--- config.mk ---
export PLATFORM = sky130hd
export DESIGN_NAME = calc_sequencer
export DESIGN_NICKNAME = d
export VERILOG_FILES = /design/src/rtl/calc_sequencer.sv
export SDC_FILE = /design/constraint.sdc
export NUM_CORES = 1
export LEC_CHECK = 0
export ABC_AREA = 0
export CAP_MARGIN = 20
export CORE_MARGIN = 2
export CORE_UTILIZATION = 48
export CTS_CLUSTER_DIAMETER = 50
export CTS_CLUSTER_SIZE = 20
export DETAILED_ROUTE_END_ITERATION = 8
export GPL_TIMING_DRIVEN = 0
export PLACE_DENSITY = 0.8
export SLEW_MARGIN = 20
export SYNTH_ARGS = -nofsm -noshare
export SYNTH_HDL_FRONTEND = slang
export SYNTH_SLANG_ARGS = --single-unit
--- constraint.sdc ---
create_clock -name clk -period 2.6 [get_ports clk]
set_input_delay 0.52 -clock clk [delete_from_list [all_inputs] [get_ports clk]]
set_output_delay 0.52 -clock clk [all_outputs]
set_load 0.05 [all_outputs]
--- src/rtl/calc_sequencer.sv ---
// calc_sequencer: sequencing controller for a small calculator built around a
// single shared N-bit adder/subtractor. Performs one-cycle ADD/SUB and an
// N-cycle unsigned shift-and-add MUL that reuses the same adder every cycle.
//
// Ports:
//   clk      in   system clock, rising edge
//   reset    in   synchronous active-high reset
//   start    in   request strobe, accepted only in IDLE or DONE
//   op[1:0]  in   00 ADD, 01 SUB, 10 MUL, 11 NOP
//   a, b     in   operands, captured on acceptance
//   busy     out  high while an ADD/SUB or MUL is in progress
//   done     out  one-cycle completion pulse
//   result   out  last completed result (2N bits), held until next completion
//   overflow out  signed overflow of the last ADD/SUB, 0 otherwise
module calc_sequencer #(
  parameter int unsigned N = 4
) (
  input  logic             clk,
  input  logic             reset,
  input  logic             start,
  input  logic [1:0]       op,
  input  logic [N-1:0]     a,
  input  logic [N-1:0]     b,
  output logic             busy,
  output logic             done,
  output logic [2*N-1:0]   result,
  output logic             overflow
);

  localparam int unsigned CNT_W = $clog2(N);

  typedef enum logic [1:0] {
    IDLE   = 2'd0,
    ADDSUB = 2'd1,
    MUL    = 2'd2,
    DONE   = 2'd3
  } state_t;

  state_t           state;
  logic [N-1:0]     a_reg;
  logic [N-1:0]     q_reg;
  logic [N-1:0]     acc;
  logic [CNT_W-1:0] cnt;
  logic             op_sub;

  // Shared adder operands
  logic [N-1:0]     add_x;
  logic [N-1:0]     add_y;
  logic             add_n;
  logic [N-1:0]     y_eff;
  logic [N-1:0]     add_s;
  logic             add_c;
  logic             add_ovf;

  // Next shift-and-add register contents
  logic [N-1:0]     acc_next;
  logic [N-1:0]     q_next;

  // Adder input steering; IDLE/DONE tie to captured operands so the adder is deterministic
  always_comb begin
    add_x = a_reg;
    add_y = q_reg;
    add_n = 1'b0;
    case (state)
      ADDSUB: begin
        add_x = a_reg;
        add_y = q_reg;
        add_n = op_sub;
      end
      MUL: begin
        add_x = acc;
        add_y = q_reg[0] ? a_reg : '0;
        add_n = 1'b0;
      end
      default: ;
    endcase
  end

  // The single adder/subtractor: subtract is x + ~y + 1
  always_comb begin
    y_eff            = add_n ? ~add_y : add_y;
    {add_c, add_s}   = {1'b0, add_x} + {1'b0, y_eff} + (N+1)'(add_n);
    add_ovf          = (add_x[N-1] == y_eff[N-1]) && (add_s[N-1] != add_x[N-1]);
    acc_next         = {add_c, add_s[N-1:1]};
    q_next           = {add_s[0], q_reg[N-1:1]};
  end

  // Controller state, operand registers and registered outputs
  always_ff @(posedge clk) begin
    if (reset) begin
      state    <= IDLE;
      busy     <= 1'b0;
      done     <= 1'b0;
      result   <= '0;
      overflow <= 1'b0;
      a_reg    <= '0;
      q_reg    <= '0;
      acc      <= '0;
      cnt      <= '0;
      op_sub   <= 1'b0;
    end else begin
      case (state)
        IDLE, DONE: begin
          if (start) begin
            a_reg  <= a;
            q_reg  <= b;
            acc    <= '0;
            cnt    <= '0;
            op_sub <= op[0];
            unique case (op)
              2'b00, 2'b01: begin
                state <= ADDSUB;
                busy  <= 1'b1;
                done  <= 1'b0;
              end
              2'b10: begin
                state <= MUL;
                busy  <= 1'b1;
                done  <= 1'b0;
              end
              2'b11: begin
                state    <= DONE;
                busy     <= 1'b0;
                done     <= 1'b1;
                result   <= '0;
                overflow <= 1'b0;
              end
            endcase
          end else begin
            state <= IDLE;
            busy  <= 1'b0;
            done  <= 1'b0;
          end
        end
        ADDSUB: begin
          result   <= {{(N-1){1'b0}}, add_c, add_s};
          overflow <= add_ovf;
          state    <= DONE;
          busy     <= 1'b0;
          done     <= 1'b1;
        end
        MUL: begin
          acc   <= acc_next;
          q_reg <= q_next;
          cnt   <= cnt + CNT_W'(1);
          // Last iteration: the product is the freshly shifted {ACC, Q}
          if (cnt == CNT_W'(N-1)) begin
            result   <= {acc_next, q_next};
            overflow <= 1'b0;
            state    <= DONE;
            busy     <= 1'b0;
            done     <= 1'b1;
          end
        end
      endcase
    end
  end

endmodule
* Yosys cells after proc, flatten, opt, wreduce, memory -nomap -nowiden
Index checks and enable logic that the tools add are counted.
Widths: inputs -> output; s select.
** Storage, ports and cells
- Bits in registers :: 28
- Latch bits :: 0
- Memory bits (writable) :: 0
- ROM bits :: 0
- Bits of input ports :: 13
- Output and inout port bits :: 11
- Logic and storage cells :: 66
- Memories :: 0
** Cells by class
- Add/subtract/negate cells :: 3
- $mul :: 0
- Div/mod/pow operators :: 0
- $lt $le $gt $ge :: 0
- Equal/unequal tests :: 12
- Shifts and indexed selects :: 0
- Multiplexer cells :: 30
- Bitwise logic cells :: 1
- Reduce and logical (&&, ||, !) cells :: 10
** Operators by type and width (number)
- $mux 4 :: 6
- $mux 8 :: 3
- $pmux 8 s3 :: 1
- $pmux 4 s2 :: 2
- $pmux 2 s3 :: 2
- $eq 2x2->1 const B :: 5
- $pmux 1 s3 :: 3
- $mux 1 :: 7
- $mux 2 :: 3
- $add 4x4->5 :: 1
- $add 5x1->5 :: 1
- $eq 2x1->1 const B :: 2
- $logic_not 2->1 :: 2
- $ne 2x2->1 const B :: 2
- $not 4->4 :: 1
- $pmux 1 s2 :: 2
- $pmux 2 s2 :: 1
- $reduce_and 2->1 :: 2
- $reduce_or 2->1 :: 2
- $reduce_and 3->1 :: 1
- $reduce_or 3->1 :: 1
- $add 2x1->2 const B :: 1
- $ne 2x1->1 const B :: 1
- $reduce_bool 2->1 :: 1
- other kinds (3) :: 3

* Logic depth before layout (Yosys ltp)
Gate-level depths: netlist of run 1.
- Depth after elaboration :: 9
- Depth in mapped cells :: 12
- Depth with buffers taken out :: 11

* Worst setup path before layout of run 1
Ideal clock, no wire load.
- Kind :: flip-flop to flip-flop
- From :: register state[0]
- To :: register result[4]
- Library setup time :: 128 ps
- Arrival :: 2552 ps
- Required time :: 2472 ps
- Path slack :: -80 ps
- Cell stages (with the launch flop) :: 12
- Buffers on the path :: 2
- Period minus slack after synthesis :: 2680 ps
- Path through :: dfxtp_1 inv_1 ha_1 buf_2 buf_1 mux2_2 fa_1 a21o_1 a21o_1 a22o_1 a22oi_1 nor2_1
** On the way
- Cells in the longest elaborated chain, start to end :: 8
- Elaborated cells on any way between the ends :: 18
- Those cells by class :: 2 x add/sub; 6 x eq/ne; 6 x mux; 1 x bitwise; 3 x reduce/logical
** Ends and longest elaborated chain
- start, declared :: line 39 : state_t state;
- start signal, assigned :: line 91 : state <= IDLE;
- start signal, assigned :: line 112 : state <= ADDSUB;
- start signal, assigned :: line 117 : state <= MUL;
- $eq 2x2->1 :: line 64, 102
- $mux 4 :: line 64 : case (state)
- $not 4->4 :: line 81 : y_eff = add_n ? ~add_y : add_y;
- $mux 4 :: line 81
- $add 4x4->5 :: line 82 : {add_c, add_s} = {1'b0, add_x} + {1'b0, y_eff} + (N+1)'(add_n);
- $add 5x1->5 :: line 82
- $mux 8 :: line 147 : if (cnt == CNT_W'(N-1)) begin
- $pmux 8 s3 :: line 102 : case (state)
- end signal, assigned :: line 136 : result <= {{(N-1){1'b0}}, add_c, add_s};
- end signal, assigned :: line 148 : result <= {acc_next, q_next};
- end, declared :: line 26 : output logic [2*N-1:0] result,
Parallel ways exist; a longest one is shown, timed or not. The select of a mux whose other input is x is not followed.
A chain may end at the register's enable or synchronous reset.

* Final worst setup path of run 1
- From :: register state[0]
- To :: register result[6]
Same word-level chain as after synthesis.

==> results of run 1 <==
[final cells by class]
| type | instances | area (um2) |
|---|---|---|
| multi-input combinational | 138 | 1000 |
| clock buffer | 3 | 22.5 |
| tap | 44 | 55.1 |
| inverter | 5 | 18.8 |
| fill | 269 | 1090 |
| buffer | 12 | 82.6 |
| timing repair buffer | 29 | 273 |
| sequential | 28 | 563 |
[kinds of logic after synthesis]
family	share of synthesized area
muxes	0.0528
xor gates and xnor gates	0.0221
AOI/OAI and AO/OA	0.256
and+or+nand+nor	0.198
buffers and inverters	0.0504
adders and majority gates	0.0678
DFF	0.353
[routing by layer]
layer,wire length [um],share of wire,vias up,GRT usage
li1,-,-,732,-
met4,115,0.027,0,0.0942
met1,1850,0.43,734,0.295
met3,219,0.051,11,0.0399
met2,2070,0.49,62,0.385
met5,0,0,-,0
[per-stage QoR]
step	setup WS, ps	std cells	cell area [um2]	TNS, ps
6_report	98.1	259	2020	0
5_1_grt	-36.2	259	2020	-105
4_1_cts	3.09	252	1910	0
3_5_place_dp	-269	249	1860	-1180
3_3_place_gp	-194	249	1860	-422
2_1_floorplan	58.0	183	1590	0
[power by group]
group / total [mW] / internal [mW] / switching, mW
combinational: 1.52 / 0.607 / 0.913
clock: 0.185 / 0.0547 / 0.130
sequential: 0.621 / 0.536 / 0.0853
[cell usage after synthesis, types with 2 or more instances]
library cell  instances
a21o_1                5
a31oi_1               3
a32oi_1               2
o21a_1                2
a211oi_1              4
xor2_1                4
nor2b_1               5
nand2_1              18
nand3_1              13
nor3_2                2
nor2_1               12
mux2i_1               5
a22oi_1               4
buf_2                 4
ha_1                  7
inv_1                 5
a22o_1                4
or3_1                 2
buf_1                 3
a221oi_1              2
mux2_2                3
o21ai_1               2
dfxtp_1              28
a21oi_1              17
clkbuf_1              3
nand2b_1              4
o21ai_0               2
[worst max-delay path: stages, from the launching register on]
cell and delay, ps:
dfxtp_2 350, inv_2 90, ha_1 170, buf_6 120
buf_8 110, mux2_2 330, ha_1 360, a21o_1 210
nor2_1 140, a21oi_2 80, nor3_4 310, o31ai_2 110
[path summary, 6_finish.rpt]
check             startpoint   endpoint  cells after the start
setup / recovery    state[0]  result[6]                     11
hold / removal        acc[3]     acc[3]                      2
setup reg to reg    state[0]  result[6]                     11
hold reg to reg       acc[3]     acc[3]                      2
[what timing repair did]
action,4_1_cts,5_1_grt
resized for setup,9,12
buffers inserted,0,7
pin swaps,1,5
endpoints found under the setup margin,11,8
==> impl_metrics.ini, run 1 <==
[cts]
cts_max_level = 1
clk_latency_ps = 340
clock-root-buffer = clkbuf_4
cts.sinks = 28
clock_path_buffers = 2
numCtsBuffers = 3
hold_buffers = 0
cts_tree = yes
clkTransAtPathRegs_ps = 150

[yosys]
yosysUniqueCellTypes = 45
synth-main-ff-cell = dfxtp_1
ys_ff_latch = 28
ys_seq_area_frac = 0.353
async_flop_share = 0
netlist_instances = 183
synth_area_leader_cell = dfxtp_1
synth_top_cells_by_area = dfxtp_1, ha_1, a21oi_1
syn_nets = 204
syn_avg_cell_area_um2 = 8.68
synth_warnings = 0
syn_area_um2 = 1590
yosysTopAreaCellShare = 0.353
synth-edff-count = 0

[die]
num_rows = 20
initial_utilization = 0.512
ioPinCount = 24
die_w_um = 61.5
die_area_um2 = 3780
die_y_um = 61.5
core_area_um2 = 3100

[timing]
finalSetupViolCount = 0
drv_slew = 0
fmax_mhz = 400
timing.final.hold_violations = 0
finalCritPeriodShare = 0.962
slew_headroom = 0.469
min_period_ps = 2500
worst_slew_pin_slew_ps = 791
skew_ps = 4.60
whs_ps = 474

[worst_setup_path]
endpoint_kind = flip-flop
critPathRequiredTime_ps = 2830
start_kind = flip-flop
arrival_ps = 2730
r2r_slack_ps = 100
crit_type = flip-flop to flip-flop
cp_max_fo = 6

[cells_and_area]
drive_gt1_frac = 0.181
final_common_cell = dfxtp_1
nets = 238
largest_reg_flops = 8
most-common-layout-cells = dfxtp_1, clkdlybuf4s50_1, nand2_1, a21oi_1, nand3_1
insertedDiodeCount = 0
final_util = 0.650
top_register = result
syn_to_final_growth_pct = 27.0

[detailed_routing]
drt-total-wl_mm = 4.26
ant_nets = 0
drc = 0
wl_per_cell_um = 16.4
vias = 1539
drt_iter0_drc = 84
drt_pass1_iterations = 4
via_per_inst = 5.94

[power]
cellLeakagePower_nw = 0.777
peakVddDrop_mv = 0.747
power.total_mw = 2.33
p_per_area_nw_per_um2 = 1150

[grt]
grt_pass1_vias = 1389
grt_pass1_wl_mm = 6.35
grt_max_degree = 15
gr-usage-all-layers = 0.231
antenna_found_initial = 0
overflow = 0

[worst_hold_path]
worstHoldPathType = flip-flop to flip-flop

[placed_design]
io_buffers = 22
gp_congestion = 0.853
hpwl_mm = 2.94

[flow_run]
maxCapViolCount = 0

[run_status]
status = finished clean
Power figures use the tool's default switching activity.
==> inputs of run 2 (changes only) <==
==> constraint.sdc (replaced) <==
create_clock -name clk -period 2.6 [get_ports clk]
set_input_delay 0.52 -clock clk [delete_from_list [all_inputs] [get_ports clk]]
set_output_delay 0.52 -clock clk [all_outputs]
set_load 0.01 [all_outputs]
==> results of run 2 <==
The final DEF is identical to that of run 1. Status: finished clean.
Main changes from that run: total power 2.33 mW -> 2.24 mW; worst IR drop on VDD 0.747 mV -> 0.745 mV
